**src/rtl/fxyz_table_scanner.sv**
```systemverilog
// Drives x,y,z through all eight input combinations of the fxyz block, samples s after a
// settle window, and reports the measured truth table against an expected one.
module fxyz_table_scanner #(
  parameter int unsigned SETTLE   = 2,
  parameter logic [7:0]  EXPECTED = 8'hE2
) (
  input  logic       clk,
  input  logic       rst_n,
  input  logic       start,
  input  logic       s,
  output logic       x,
  output logic       y,
  output logic       z,
  output logic       busy,
  output logic       done,
  output logic [7:0] table_out,
  output logic [3:0] err_count,
  output logic       match
);

  localparam logic [3:0] WaitLoad = 4'(SETTLE - 1);

  typedef enum logic [1:0] {StIdle, StSettle, StSample, StDone} state_e;

  state_e     state_q, state_d;
  logic [2:0] idx_q, idx_d;
  logic [2:0] vec_q, vec_d;
  logic [3:0] wait_q, wait_d;
  logic [7:0] table_q, table_d;
  logic [3:0] err_q, err_d;
  logic       match_q, match_d;

  always_ff @(posedge clk or negedge rst_n) begin
    if (!rst_n) begin
      state_q <= StIdle;
    end else begin
      state_q <= state_d;
    end
  end

  always_comb begin
    state_d = state_q;
    unique case (state_q)
      StIdle:   if (start) state_d = StSettle;
      StSettle: if (wait_q == 4'd0) state_d = StSample;
      StSample: state_d = (idx_q == 3'd7) ? StDone : StSettle;
      StDone:   state_d = StIdle;
      default:  state_d = StIdle;
    endcase
  end

  always_comb begin
    busy = (state_q != StIdle);
    done = (state_q == StDone);
  end

  assign x         = vec_q[2];
  assign y         = vec_q[1];
  assign z         = vec_q[0];
  assign table_out = table_q;
  assign err_count = err_q;
  assign match     = match_q;

  always_comb begin
    idx_d   = idx_q;
    vec_d   = vec_q;
    wait_d  = wait_q;
    table_d = table_q;
    err_d   = err_q;
    match_d = match_q;
    unique case (state_q)
      StIdle: begin
        if (start) begin
          table_d = 8'h00;
          err_d   = 4'd0;
          idx_d   = 3'd0;
          vec_d   = 3'd0;
          wait_d  = WaitLoad;
        end
      end
      StSettle: begin
        if (wait_q != 4'd0) wait_d = wait_q - 4'd1;
      end
      StSample: begin
        table_d[idx_q] = s;
        if (s != EXPECTED[idx_q]) err_d = err_q + 4'd1;
        if (idx_q != 3'd7) begin
          idx_d  = idx_q + 3'd1;
          vec_d  = idx_q + 3'd1;
          wait_d = WaitLoad;
        end
      end
      StDone: begin
        // err_q already holds the final bit's contribution here
        match_d = (err_q == 4'd0);
        vec_d   = 3'd0;
      end
      default: ;
    endcase
  end

  always_ff @(posedge clk or negedge rst_n) begin
    if (!rst_n) begin
      idx_q   <= 3'd0;
      vec_q   <= 3'd0;
      wait_q  <= 4'd0;
      table_q <= 8'h00;
      err_q   <= 4'd0;
      match_q <= 1'b0;
    end else begin
      idx_q   <= idx_d;
      vec_q   <= vec_d;
      wait_q  <= wait_d;
      table_q <= table_d;
      err_q   <= err_d;
      match_q <= match_d;
    end
  end

endmodule
```
**config.mk**
```make
export PLATFORM = sky130hd
export DESIGN_NAME = fxyz_table_scanner
export DESIGN_NICKNAME = d
export VERILOG_FILES = /design/src/rtl/fxyz_table_scanner.sv
export SDC_FILE = /design/constraint.sdc
export NUM_CORES = 1
export LEC_CHECK = 0
export CORE_MARGIN = 8
export CORE_UTILIZATION = 35
export DETAILED_ROUTE_END_ITERATION = 10
export GPL_TIMING_DRIVEN = 0
export HOLD_SLACK_MARGIN = 0.05
export PLACE_DENSITY = 0.61
export SLEW_MARGIN = 10
export SYNTH_ARGS = -nofsm -noshare
export SYNTH_HDL_FRONTEND = slang
export SYNTH_SLANG_ARGS = --single-unit
```
**constraint.sdc**
```tcl
create_clock -name clk -period 1.85 [get_ports clk]
set_input_delay 0.555 -clock clk [delete_from_list [all_inputs] [get_ports clk]]
set_output_delay 0.555 -clock clk [all_outputs]
set_load 0.1 [all_outputs]
```
==> reports/summary.txt <==
status: finished, final reports clean
Horiz. Die Dim: 77.8 um
Yosys reg bits: 25
Worst EP required: 1.29 ns
most used routing layer: met2
Antenna Nets Post-Route: 0
RSZ-0062 raised after global routing: false
Placer Congestion: 0.732
Routed WL: 3.03 mm
final slew viol count: 0
H-tree depth: 1
# Max-Cap Violations: 0
# nets final: 173
grt ovf: 0
Port Buf Inserts: 21
pin count of the biggest net entering global routing: 26
actual slew at the worst max-slew pin: 0.567 ns
Remaining DRCs: 0
Die Span Y: 77.8 um
element type at the critical path end: primary output
static leakage power: 0.728 nW
WHS: 0.260 ns
Power Total: 2.93 mW
Max rail drop VDD: 1.02 mV
GR Layer Usage met3: 3.34%
CP Cell Sequence: clkdlybuf4s15_2
Initial Utilization: 36.6%
Post-Syn Area: 0.00134 mm2
Synth Warn #: 0
Max transition margin: 62.2%
post-synthesis cell type count: 36
Max Clock Freq: 548 MHz
dpl ws: -0.806 ns
Avg Inst Size Synth: 9.77 um2
period utilisation layout: 98.6%
final core utilization: 46.3%
P per Cell Area: 1730 mW/mm2
vias per inst: 5.41
met1 usage: 11.2%
DR vias: 1,136
FILL cells: 367
Area growth syn-to-layout: 26.7%
initial antenna violation count: 0
die footprint: 0.00606 mm2
min-delay worst type: in2async
Worst Path Buf+Inv: 1
Setup TNS Final: 0 ns
clock buffer depth: 2
final hold vios: 0
syn_nets: 147
Initial DRT Pass Iterations: 4
Finish-stage setup viols: 0
root buffer cell: clkbuf_8
clk_skew: 0.00596 ns
delay-heaviest family, CP: buffers and inverters
CP max stage delay: 0.57 ns
startpoint types: register
number of global-route vias before repair: 1,110
clk slew on worst S/H paths: 0.09 ns
worst-path maximum fanout: 6
CTS tree: yes
Final WS setup: 0.0256 ns
# IOs: 22
cells after synthesis: 137
area of the core: 0.00366 mm2
Crit-path slowest cell: clkdlybuf4s15_2
layout cell share with drive strength beyond 1: 21.6%
insertion delay to the later sink of the worst-skew pair: 0.28 ns
dpl hpwl: 2.13 mm
GRT Total Usage: 9.85%
iteration-0 DRC count of the detailed router: 74
M2 GR Usage: 16.1%
ant diodes: 0
TritonCTS buffer count: 3
Sink Count: 25
Rows: 22
sequential fraction of the synthesis area: 46.7%
DR WL/cell: 14.4 um
first-pass GRT wire length: 4.91 mm
kind of critical path: reg2out
CP Data Arrival Time: 1.27 ns
fin crit period: 1.82 ns
-- cells in the final DEF, fill, tap and decap left out, types with 5 or more instances in the layout --
cell,Yosys,layout
o21ai_1,7,7
buf_2,2,5
nand2_1,17,16
a22o_1,9,9
dfrtp_1,25,22
inv_1,6,6
clkdlybuf4s15_2,0,13
nand3_1,9,9
ha_1,6,6
-- cells in the mapped netlist --
| library cell | n | area [um2] |
|---|---|---|
| o21ai_0 | 1 | 5.00 |
| xnor2_1 | 2 | 17.5 |
| o22ai_1 | 3 | 18.8 |
| o41ai_1 | 2 | 17.5 |
| or3_1 | 1 | 6.26 |
| a22oi_1 | 1 | 7.51 |
| o31ai_1 | 1 | 7.51 |
| nand4b_1 | 1 | 8.76 |
| inv_1 | 6 | 22.5 |
| mux2i_1 | 3 | 30.0 |
| ha_1 | 6 | 75.1 |
| and2b_1 | 1 | 7.51 |
| nor3b_1 | 1 | 7.51 |
| nand2_1 | 17 | 63.8 |
| a21oi_1 | 2 | 10.0 |
| a22o_1 | 9 | 78.8 |
| nand3_1 | 9 | 45.0 |
| nor2_1 | 3 | 11.3 |
| nor3_1 | 3 | 15.0 |
| buf_1 | 1 | 3.75 |
| nand2b_1 | 4 | 25.0 |
| a2bb2oi_1 | 1 | 8.76 |
| o21ai_1 | 7 | 35.0 |
| or2_1 | 2 | 12.5 |
| mux2_1 | 1 | 11.3 |
| or4b_1 | 1 | 10.0 |
| nor3b_2 | 1 | 12.5 |
| o311ai_1 | 3 | 26.3 |
| o211ai_1 | 4 | 30.0 |
| nand4_1 | 1 | 6.26 |
| buf_2 | 2 | 10.0 |
| clkbuf_1 | 5 | 18.8 |
| inv_2 | 2 | 7.51 |
| dfrtp_1 | 25 | 626 |
| xor2_1 | 2 | 17.5 |
| or4_1 | 3 | 22.5 |
-- per-stage QoR --
step | cells | area [um2]
CTS | 210 | 1680
detailed placement | 206 | 1610
floorplan | 137 | 1340
finish | 210 | 1700
global placement | 206 | 1610
global route | 210 | 1700
-- logic make-up after synthesis --
logic type / Yosys count / synth area share [%]
buffers and inverters: 16 / 4.67
multiplexers: 4 / 3.08
adder cells (fa/ha/maj): 6 / 5.61
XOR/XNOR: 4 / 2.62
AO/OA/AOI/OAI: 34 / 18.3
flip-flops: 25 / 46.7
AND/OR/NAND/NOR: 48 / 19.0
-- final cells by class --
class                      count  area (um2)  area share [%]
sequential                    25         629            37.1
inverter                       8        30.0            1.77
tap                           48        60.1            3.54
buffer                         7        35.0            2.06
multi-input combinational     96         668            39.4
timing repair buffer          22         229            13.5
clock buffer                   4        45.0            2.65
-- repair_timing --
action	in CTS	in global routing
gates cloned	0	0
hold buffers	0	0
pin swaps	0	0
resized for setup	69	12
setup endpoints to repair	18	11
buffers inserted	0	1
-- flip-flops by register name, indices dropped and copies added (netlist names) --
signal / flops
err_count: 4
wait_q: 4
match: 1
idx_q: 3
table_out: 8
state_q: 2
vec_q: 3
-- where the power goes --
part / leakage (nW) / switching, mW / internal [mW]
sequential: 0.330 / 0.160 / 0.709
combinational: 0.374 / 1.22 / 0.504
clock: 0.0228 / 0.181 / 0.155
-- layer usage --
layer	part of all wire (%)	wire length [um]	up-vias
li1	-	-	552
met1	45	1370	565
met2	48	1460	14
met3	5.1	154	5
met4	1.6	50	0
met5	0	0	-
-- worst paths after layout --
kind                                     startpoint                       end  slack, ns  depth (start not counted)
max in group asynchronous                     rst_n  err_count[1]$_DFFE_PN0P_       1.18                          1
setup reg to reg               idx_q[1]$_DFFE_PN0P_      idx_q[0]$_DFFE_PN0P_       0.18                          5
hold / removal                                rst_n      vec_q[1]$_DFFE_PN0P_       0.26                          1
setup / recovery           err_count[1]$_DFFE_PN0P_              err_count[1]       0.03                          1
min in group clk                  match$_DFFE_PN0P_         match$_DFFE_PN0P_       0.51                          1
hold reg to reg                   match$_DFFE_PN0P_         match$_DFFE_PN0P_       0.51                          1
Note: power is estimated with default switching activity, not from simulation.
